--- src/rtl/muldiv_sequencer.sv ---
// Iterative shift-add multiplier / restoring divider owning the HI/LO pair.
// Optional signed operation is enabled by defining MULDIV_SIGNED_EN.
module muldiv_sequencer #(
  parameter int unsigned WIDTH = 32,
  parameter int unsigned CNT_W = 6
) (
  input  logic             clk,
  input  logic             rst,
  input  logic             start,
  input  logic             op_div,
`ifdef MULDIV_SIGNED_EN
  input  logic             op_signed,
`endif
  input  logic [WIDTH-1:0] src_a,
  input  logic [WIDTH-1:0] src_b,
  input  logic             rd_req,
  input  logic             rd_sel,
  output logic [WIDTH-1:0] rd_data,
  output logic             busy,
  output logic             stall,
  output logic             done,
  output logic             div0
);

  typedef enum logic [1:0] {
    S_IDLE = 2'd0,
    S_RUN  = 2'd1,
    S_DONE = 2'd2
  } state_t;

  state_t             r_state, w_state_nx;
  logic [CNT_W-1:0]   r_cnt;
  logic               r_op_div, r_neg_res, r_neg_rem, r_div0;
  logic [WIDTH-1:0]   r_opnd, r_acc_hi, r_acc_lo, r_hi, r_lo;

  logic               w_last;
  logic [WIDTH-1:0]   w_mag_a, w_mag_b, w_addend;
  logic               w_neg_res, w_neg_rem;
  logic [WIDTH:0]     w_add, w_trial;
  logic [WIDTH-1:0]   w_hi_nx, w_lo_nx, w_res_hi, w_res_lo;
  logic [2*WIDTH-1:0] w_prod;

`ifdef MULDIV_SIGNED_EN
  logic w_sa, w_sb;
  assign w_sa      = op_signed & src_a[WIDTH-1];
  assign w_sb      = op_signed & src_b[WIDTH-1];
  assign w_mag_a   = w_sa ? -src_a : src_a;
  assign w_mag_b   = w_sb ? -src_b : src_b;
  assign w_neg_res = w_sa ^ w_sb;
  assign w_neg_rem = w_sa;
`else
  assign w_mag_a   = src_a;
  assign w_mag_b   = src_b;
  assign w_neg_res = 1'b0;
  assign w_neg_rem = 1'b0;
`endif

  assign w_last  = (r_cnt == CNT_W'(WIDTH - 1));
  assign rd_data = rd_sel ? r_hi : r_lo;
  assign div0    = r_div0;

  always_ff @(posedge clk) begin
    if (rst) r_state <= S_IDLE;
    else     r_state <= w_state_nx;
  end

  always_comb begin
    w_state_nx = r_state;
    busy       = 1'b0;
    done       = 1'b0;
    stall      = 1'b0;
    case (r_state)
      S_IDLE: if (start) w_state_nx = S_RUN;
      S_RUN: begin
        busy = 1'b1;
        if (w_last) w_state_nx = S_DONE;
      end
      S_DONE: begin
        busy       = 1'b1;
        done       = 1'b1;
        w_state_nx = S_IDLE;
      end
      default: w_state_nx = S_IDLE;
    endcase
    stall = busy & (rd_req | start);
  end

  // Accumulator is shared: multiply uses {P_hi,P_lo}, divide uses {R,Q}.
  // r_opnd holds the multiplicand for multiply and the divisor for divide.
  assign w_addend = r_acc_lo[0] ? r_opnd : '0;

  always_comb begin
    w_add   = {1'b0, r_acc_hi} + {1'b0, w_addend};
    w_trial = {r_acc_hi, r_acc_lo[WIDTH-1]} - {1'b0, r_opnd};
    if (r_op_div) begin
      // R < divisor holds throughout, so a restored R always fits WIDTH bits.
      if (w_trial[WIDTH]) begin
        w_hi_nx = {r_acc_hi[WIDTH-2:0], r_acc_lo[WIDTH-1]};
        w_lo_nx = {r_acc_lo[WIDTH-2:0], 1'b0};
      end else begin
        w_hi_nx = w_trial[WIDTH-1:0];
        w_lo_nx = {r_acc_lo[WIDTH-2:0], 1'b1};
      end
    end else begin
      w_hi_nx = w_add[WIDTH:1];
      w_lo_nx = {w_add[0], r_acc_lo[WIDTH-1:1]};
    end

    w_prod = r_neg_res ? -{r_acc_hi, r_acc_lo} : {r_acc_hi, r_acc_lo};
    if (r_op_div) begin
      w_res_lo = r_neg_res ? -r_acc_lo : r_acc_lo;
      w_res_hi = r_neg_rem ? -r_acc_hi : r_acc_hi;
    end else begin
      w_res_lo = w_prod[WIDTH-1:0];
      w_res_hi = w_prod[2*WIDTH-1:WIDTH];
    end
  end

  always_ff @(posedge clk) begin
    if (rst) begin
      r_cnt     <= '0;
      r_op_div  <= 1'b0;
      r_neg_res <= 1'b0;
      r_neg_rem <= 1'b0;
      r_div0    <= 1'b0;
      r_opnd    <= '0;
      r_acc_hi  <= '0;
      r_acc_lo  <= '0;
      r_hi      <= '0;
      r_lo      <= '0;
    end else begin
      case (r_state)
        S_IDLE: begin
          if (start) begin
            r_cnt     <= '0;
            r_op_div  <= op_div;
            r_neg_res <= w_neg_res;
            r_neg_rem <= w_neg_rem;
            r_div0    <= 1'b0;
            r_opnd    <= op_div ? w_mag_b : w_mag_a;
            r_acc_hi  <= '0;
            r_acc_lo  <= op_div ? w_mag_a : w_mag_b;
          end
        end
        S_RUN: begin
          r_cnt    <= r_cnt + 1'b1;
          r_acc_hi <= w_hi_nx;
          r_acc_lo <= w_lo_nx;
        end
        S_DONE: begin
          r_hi <= w_res_hi;
          r_lo <= w_res_lo;
          if (r_op_div && (r_opnd == '0)) r_div0 <= 1'b1;
        end
        default: ;
      endcase
    end
  end

endmodule

--- config.mk ---
export PLATFORM = sky130hd
export DESIGN_NAME = muldiv_sequencer
export DESIGN_NICKNAME = d
export VERILOG_FILES = /design/src/rtl/muldiv_sequencer.sv
export SDC_FILE = /design/constraint.sdc
export NUM_CORES = 1
export LEC_CHECK = 0
export CAP_MARGIN = 20
export CELL_PAD_IN_SITES_DETAIL_PLACEMENT = 0
export CELL_PAD_IN_SITES_GLOBAL_PLACEMENT = 2
export CORE_MARGIN = 2
export CORE_UTILIZATION = 32
export DETAILED_ROUTE_END_ITERATION = 10
export GPL_TIMING_DRIVEN = 0
export PLACE_DENSITY_LB_ADDON = 0.08
export SYNTH_ARGS = -nofsm -noshare
export SYNTH_HDL_FRONTEND = slang
export SYNTH_SLANG_ARGS = --single-unit
--- constraint.sdc ---
create_clock -name clk -period 3.24 [get_ports clk]
set_input_delay 0.648 -clock clk [delete_from_list [all_inputs] [get_ports clk]]
set_output_delay 0.648 -clock clk [all_outputs]
set_load 0.01 [all_outputs]
# Word-level counts from Yosys, hierarchy flattened

Cells that the tools add are included.
W data, S select, Z words.

Register bits: 170
Output and inout port bits: 36
Word-level logic and storage cells: 52

Add/sub/neg operators: 3
Eq/ne operators: 6
Muxes and demuxes: 22
Bitwise logic cells: 2
Reduce and logical (&&, ||, !) cells: 10

Operators with widths:

| cell                  | count |
|---|---|
| $mux W32              | 9 |
| $pmux W32 S2          | 2 |
| $add A32 B32 Y33      | 1 |
| $sub A33 B32 Y33      | 1 |
| $logic_not A32 Y1     | 1 |
| $pmux W6 S2           | 1 |
| $add A6 B1 Y6 const B | 1 |
| $eq A6 B5 Y1 const B  | 1 |
| $mux W6               | 1 |
| $ne A2 B2 Y1 const B  | 3 |
| $reduce_and A2 Y1     | 3 |
| $mux W1               | 5 |
| $mux W2               | 2 |
| $pmux W2 S2           | 1 |
| $reduce_bool A2 Y1    | 2 |
| $reduce_and A3 Y1     | 1 |
| $eq A2 B1 Y1 const B  | 1 |
| $eq A2 B2 Y1 const B  | 1 |
| $logic_not A2 Y1      | 1 |
| $pmux W1 S2           | 1 |
| $reduce_or A2 Y1      | 1 |
| $and A1 B1 Y1         | 1 |
| $logic_and A1 B1 Y1   | 1 |
| $or A1 B1 Y1          | 1 |

# Logic depth before layout (Yosys ltp)

Word-level depth: 4
Depth in mapped cells: 15
Mapped depth without buffers: 14

# Worst setup path after synthesis

No wires, ideal clock.

Path type: register to register
Start point: reg r_acc_lo[31]
End point: reg r_acc_hi[16]
Library setup time: 0.122 ns
Arrival time: 3.058 ns
Path slack: 0.060 ns
Stages on the path, launching flop included: 15
Buffers on the path: 1
Cells stage by stage: dfxtp_1 inv_1 ha_1 fa_1 nand2b_1 a21oi_1 o22a_1 a21bo_1 o21ai_2 o311a_2 xor2_4 buf_6 mux2i_1 nor2_1 a221o_1

Cells in the longest elaborated chain, start to end: 4

RTL lines:

| element                | line | RTL |
|---|---|---|
| start, declared        | 34   | `logic [WIDTH-1:0] r_opnd, r_acc_hi, r_acc_lo, r_hi, r_lo;` |
| start signal, assigned | 142  | `r_acc_lo <= op_div ? w_mag_a : w_mag_b;` |
| start signal, assigned | 148  | `r_acc_lo <= w_lo_nx;` |
| $sub A33 B32 Y33       | 94   | `w_trial = {r_acc_hi, r_acc_lo[WIDTH-1]} - {1'b0, r_opnd};` |
| $mux W32               | 97   | `if (w_trial[WIDTH]) begin` |
| $mux W32               | 95   | `if (r_op_div) begin` |
| $pmux W32 S2           | 132  | `case (r_state)` |
| end signal, assigned   | 147  | `r_acc_hi <= w_hi_nx;` |
| end, declared          | 34   |  |

No other way between the ends.
A chain may end at the register's enable or synchronous reset.

# Final worst setup path

Same ends and word-level chain as after synthesis.

==> implementation parameters <==
Parameter                              Value

Critical path
  Crit path buf inv count    3
  Crit path max-delay cell type    sky130_fd_sc_hd__dfxtp_4
  Worst reg-to-reg setup slack    0.07 ns
  Peak per-stage delay on the critical path    between 0.3 and 0.4 ns
  Highest fanout seen on the critical path    8
  Cell family with most CP delay    compound AO/OA/AOI/OAI gates
  Signal arrival time at the worst endpoint    approximately 3.5 ns
  Cell mode on critical path    sky130_fd_sc_hd__buf_12
  Category of the worst setup path launch point    register
  Critical path endpoint category    register
  WP data required    around 3.6 ns
  Critical setup path kind    register to register
  Cell-by-cell listing of the critical path    inv_2 > ha_4 > fa_2 > nand2b_4 > a21oi_4 > o22a_2 > a21bo_4 > o21ai_4 > o311a_4 > xor2_4 > buf_12 > buf_12 > mux2i_2 > nor2_1 > a221o_1

Routing
  Total via count after detailed routing    10500
  Post-detailed-routing wire length    between 40 and 50 mm
  Count of antenna-violating nets left after detailed routing    0
  Number of design rule violations left after detail routing    0
  Count of routing violations after the opening detailed-route iteration    approximately 480
  Routed wire length per instance    ~21 um
  Count of TritonRoute iterations in the first routing pass    5
  Vias per inst    approximately 5.2

Floorplanning
  Starting Density    0.325
  CORE AREA    35600 um2
  Io pins    106
  Die area    roughly 38000 um2
  Die Width    194 um
  Chip height    roughly 190 um
  Placement Rows    slightly below 70

Timing
  Slew of the pin with the lowest slew margin    around 0.92 ns
  Crit path time final    about 3.2 ns
  RSZ-0062 raised after global routing    true
  Fraction of the cycle the final worst path needs    0.980
  Hold Fails Final Rpt    0
  Rel. slew slack    0.385
  Upper clock frequency limit    approximately 320 MHz
  Total setup violations reported at the end of the flow    0
  Count of pins over their slew limit    0
  Skew final    between 0.01 and 0.015 ns
  Min setup slack post-route    0.0659 ns

Worst hold path
  Path type of the worst min-delay path    register to register

Global route
  Antenna violations before repair    1
  Global route overflow    0
  Largest net degree at the start of global routing    17
  First-pass GRT wire length    between 60 and 70 mm
  Via count of the first global-routing pass    10600
  Overall track demand over capacity in global routing    0.221

Clocking
  Clock input transition at the sequential cells of the worst setup and hold paths    ~0.070 ns
  Skew-Pair Late Insertion Delay    0.44 ns
  Clock tree from TritonCTS    done
  Sinks on Clock Net    between 150 and 200
  Master cell of the clock root buffer    sky130_fd_sc_hd__clkbuf_16
  Clock buffer depth    2
  CTS HTree Levels    4
  Clock buffers created by TritonCTS    17

Synth
  Number of storage elements in the synthesis netlist    170
  Async set or reset register ratio after synthesis    0
  Cells after Synth    roughly 1400
  Number of flops mapped to enable cells by yosys    0
  Proportion of synthesized chip area in sequential cells    0.295
  Mean Syn Cell Area    slightly above 8 um2
  Number of warnings reported in the yosys synthesis log    0
  Post-synthesis instance area    roughly 12000 um2
  Number of distinct library cells after synthesis    64
  Syn Nets    roughly 1500
  Predominant post-synthesis flop cell    sky130_fd_sc_hd__dfxtp_1

Power and ir drop
  Combinational Power Share    0.227
  Net Sw Power    1840 uW
  Clk network pwr share    0.370
  Sequential cell fraction of total power    0.402
  PD cells    402 nW/um2
  Total power    between 5000 and 6000 uW
  Switching Fraction    0.319
  Worst IR drop on VDD    0.222 mV
  Leak Pwr    about 0.0056 uW
  Internal power consumption    3940 uW

Layout
  Most frequent standard cell in the layout excluding fill and tap cells    sky130_fd_sc_hd__nor2_1
  Final #Nets    approximately 1700
  Layout Area Growth over Synthesis    24.6%
  Commonest non-fill, non-tap cells in the layout    sky130_fd_sc_hd__nor2_1 (179), sky130_fd_sc_hd__dfxtp_1 (148), sky130_fd_sc_hd__mux2i_1 (142)
  Utilization of the core after routing    0.404
  Fraction of layout cells with a size suffix above 1    0.113
  Final Cell Area    approximately 14000 um2

Placement
  Estimated wirelength of the detail-placed design    roughly 34 mm
  Post-placement cell area    between 10000 and 15000 um2
  DP Worst Slack    -0.918 ns
  Final estimated routing congestion in global placement    approximately 0.85
  Buffers added on ports    104

Job
  Number of max-cap violations    0

Run status
  Outcome    complete, no violations
-- routing by layer --
metal	routed length, um	up-vias	GRT usage
li1	-	5322	-
met1	21900	4938	0.325
met2	18500	186	0.343
met3	1040	33	0.0249
met4	669	0	0.0522
met5	0	-	0
-- state kept, by name, summed over array words and instances, names as in the netlist --
name,cells
r_lo,32
r_cnt,6
r_acc_lo,32
r_acc_hi,32
r_op_div,1
r_hi,32
r_opnd,32
div0,1
r_state,2
-- worst paths after layout --
kind,depth (start not counted),endpoint,from
setup reg to reg,15,r_acc_hi[16],r_acc_lo[31]
hold / removal,2,r_lo[15],r_lo[15]
setup / recovery,15,r_acc_hi[16],r_acc_lo[31]
hold reg to reg,2,r_lo[15],r_lo[15]
-- through the flow --
step	setup TNS, ns	hold slack (ns)	instances
2_1_floorplan	0	0.454	1391
3_3_place_gp	-26.95	0.467	1956
3_5_place_dp	-26.68	0.480	1957
4_1_cts	0	0.499	1996
5_1_grt	-0.129	0.511	2004
6_report	0	0.497	2005
-- cell usage after synthesis (34+ instances only) --
| cell | instances | area [um2] |
|---|---|---|
| sky130_fd_sc_hd__a211oi_1 | 106 | 796 |
| sky130_fd_sc_hd__mux2i_1 | 144 | 1440 |
| sky130_fd_sc_hd__nand2_1 | 64 | 240 |
| sky130_fd_sc_hd__nor2b_1 | 38 | 238 |
| sky130_fd_sc_hd__and2_1 | 34 | 213 |
| sky130_fd_sc_hd__nor2_1 | 180 | 676 |
| sky130_fd_sc_hd__dfxtp_1 | 170 | 3400 |
| sky130_fd_sc_hd__o21ai_0 | 58 | 290 |
| sky130_fd_sc_hd__inv_1 | 45 | 169 |
| sky130_fd_sc_hd__a21oi_1 | 104 | 521 |
| sky130_fd_sc_hd__ha_1 | 68 | 851 |
| sky130_fd_sc_hd__clkbuf_1 | 70 | 263 |
-- tightest hold or removal path: cells and delay by family (launching register included) --
family | cells | cell delay (ns)
DFF | 1 | 0.33
muxes | 1 | 0.07
and+or+nand+nor | 1 | 0.07
-- kinds of logic after synthesis --
kind of cell    Yosys count  synth area share
buf+inv                 136            0.0454
simple gates            390             0.157
flops                   170             0.295
compound gates          395             0.227
xor+xnor                 54            0.0426
fa+ha+maj                70            0.0771
mux                     176             0.156
-- layout make-up --
| class | instances | area, um2 |
|---|---|---|
| Fill cell | 3693 | 21200 |
| Multi-Input combinational cell | 1085 | 7970 |
| Sequential cell | 170 | 3440 |
| Timing Repair Buffer | 127 | 1240 |
| Tap cell | 461 | 577 |
| Clock buffer | 20 | 467 |
| Buffer | 84 | 380 |
| Inverter | 45 | 169 |
| Clock inverter | 12 | 138 |
| Antenna cell | 1 | 2.50 |
-- repair_timing --
item / CTS / global route
gates cloned: 0 / 1
endpoints found under the setup margin: 33 / 33
resized for setup: 51 / 72
pin swaps: 7 / 24
hold buffers: 0 / 0
hold endpoints to repair: 0 / 0
buffers inserted: 12 / 9
-- power groups by stage --
stage / logic, uW / registers [uW] / clock network (uW)
2_1_floorplan: 825 / 2290 / 0
3_3_place_gp: 1220 / 2360 / 0
3_5_place_dp: 1220 / 2360 / 0
4_1_cts: 1270 / 2320 / 2190
5_1_grt: 1450 / 2340 / 2260
6_report: 1320 / 2330 / 2140
Power figures use the tool's default switching activity.
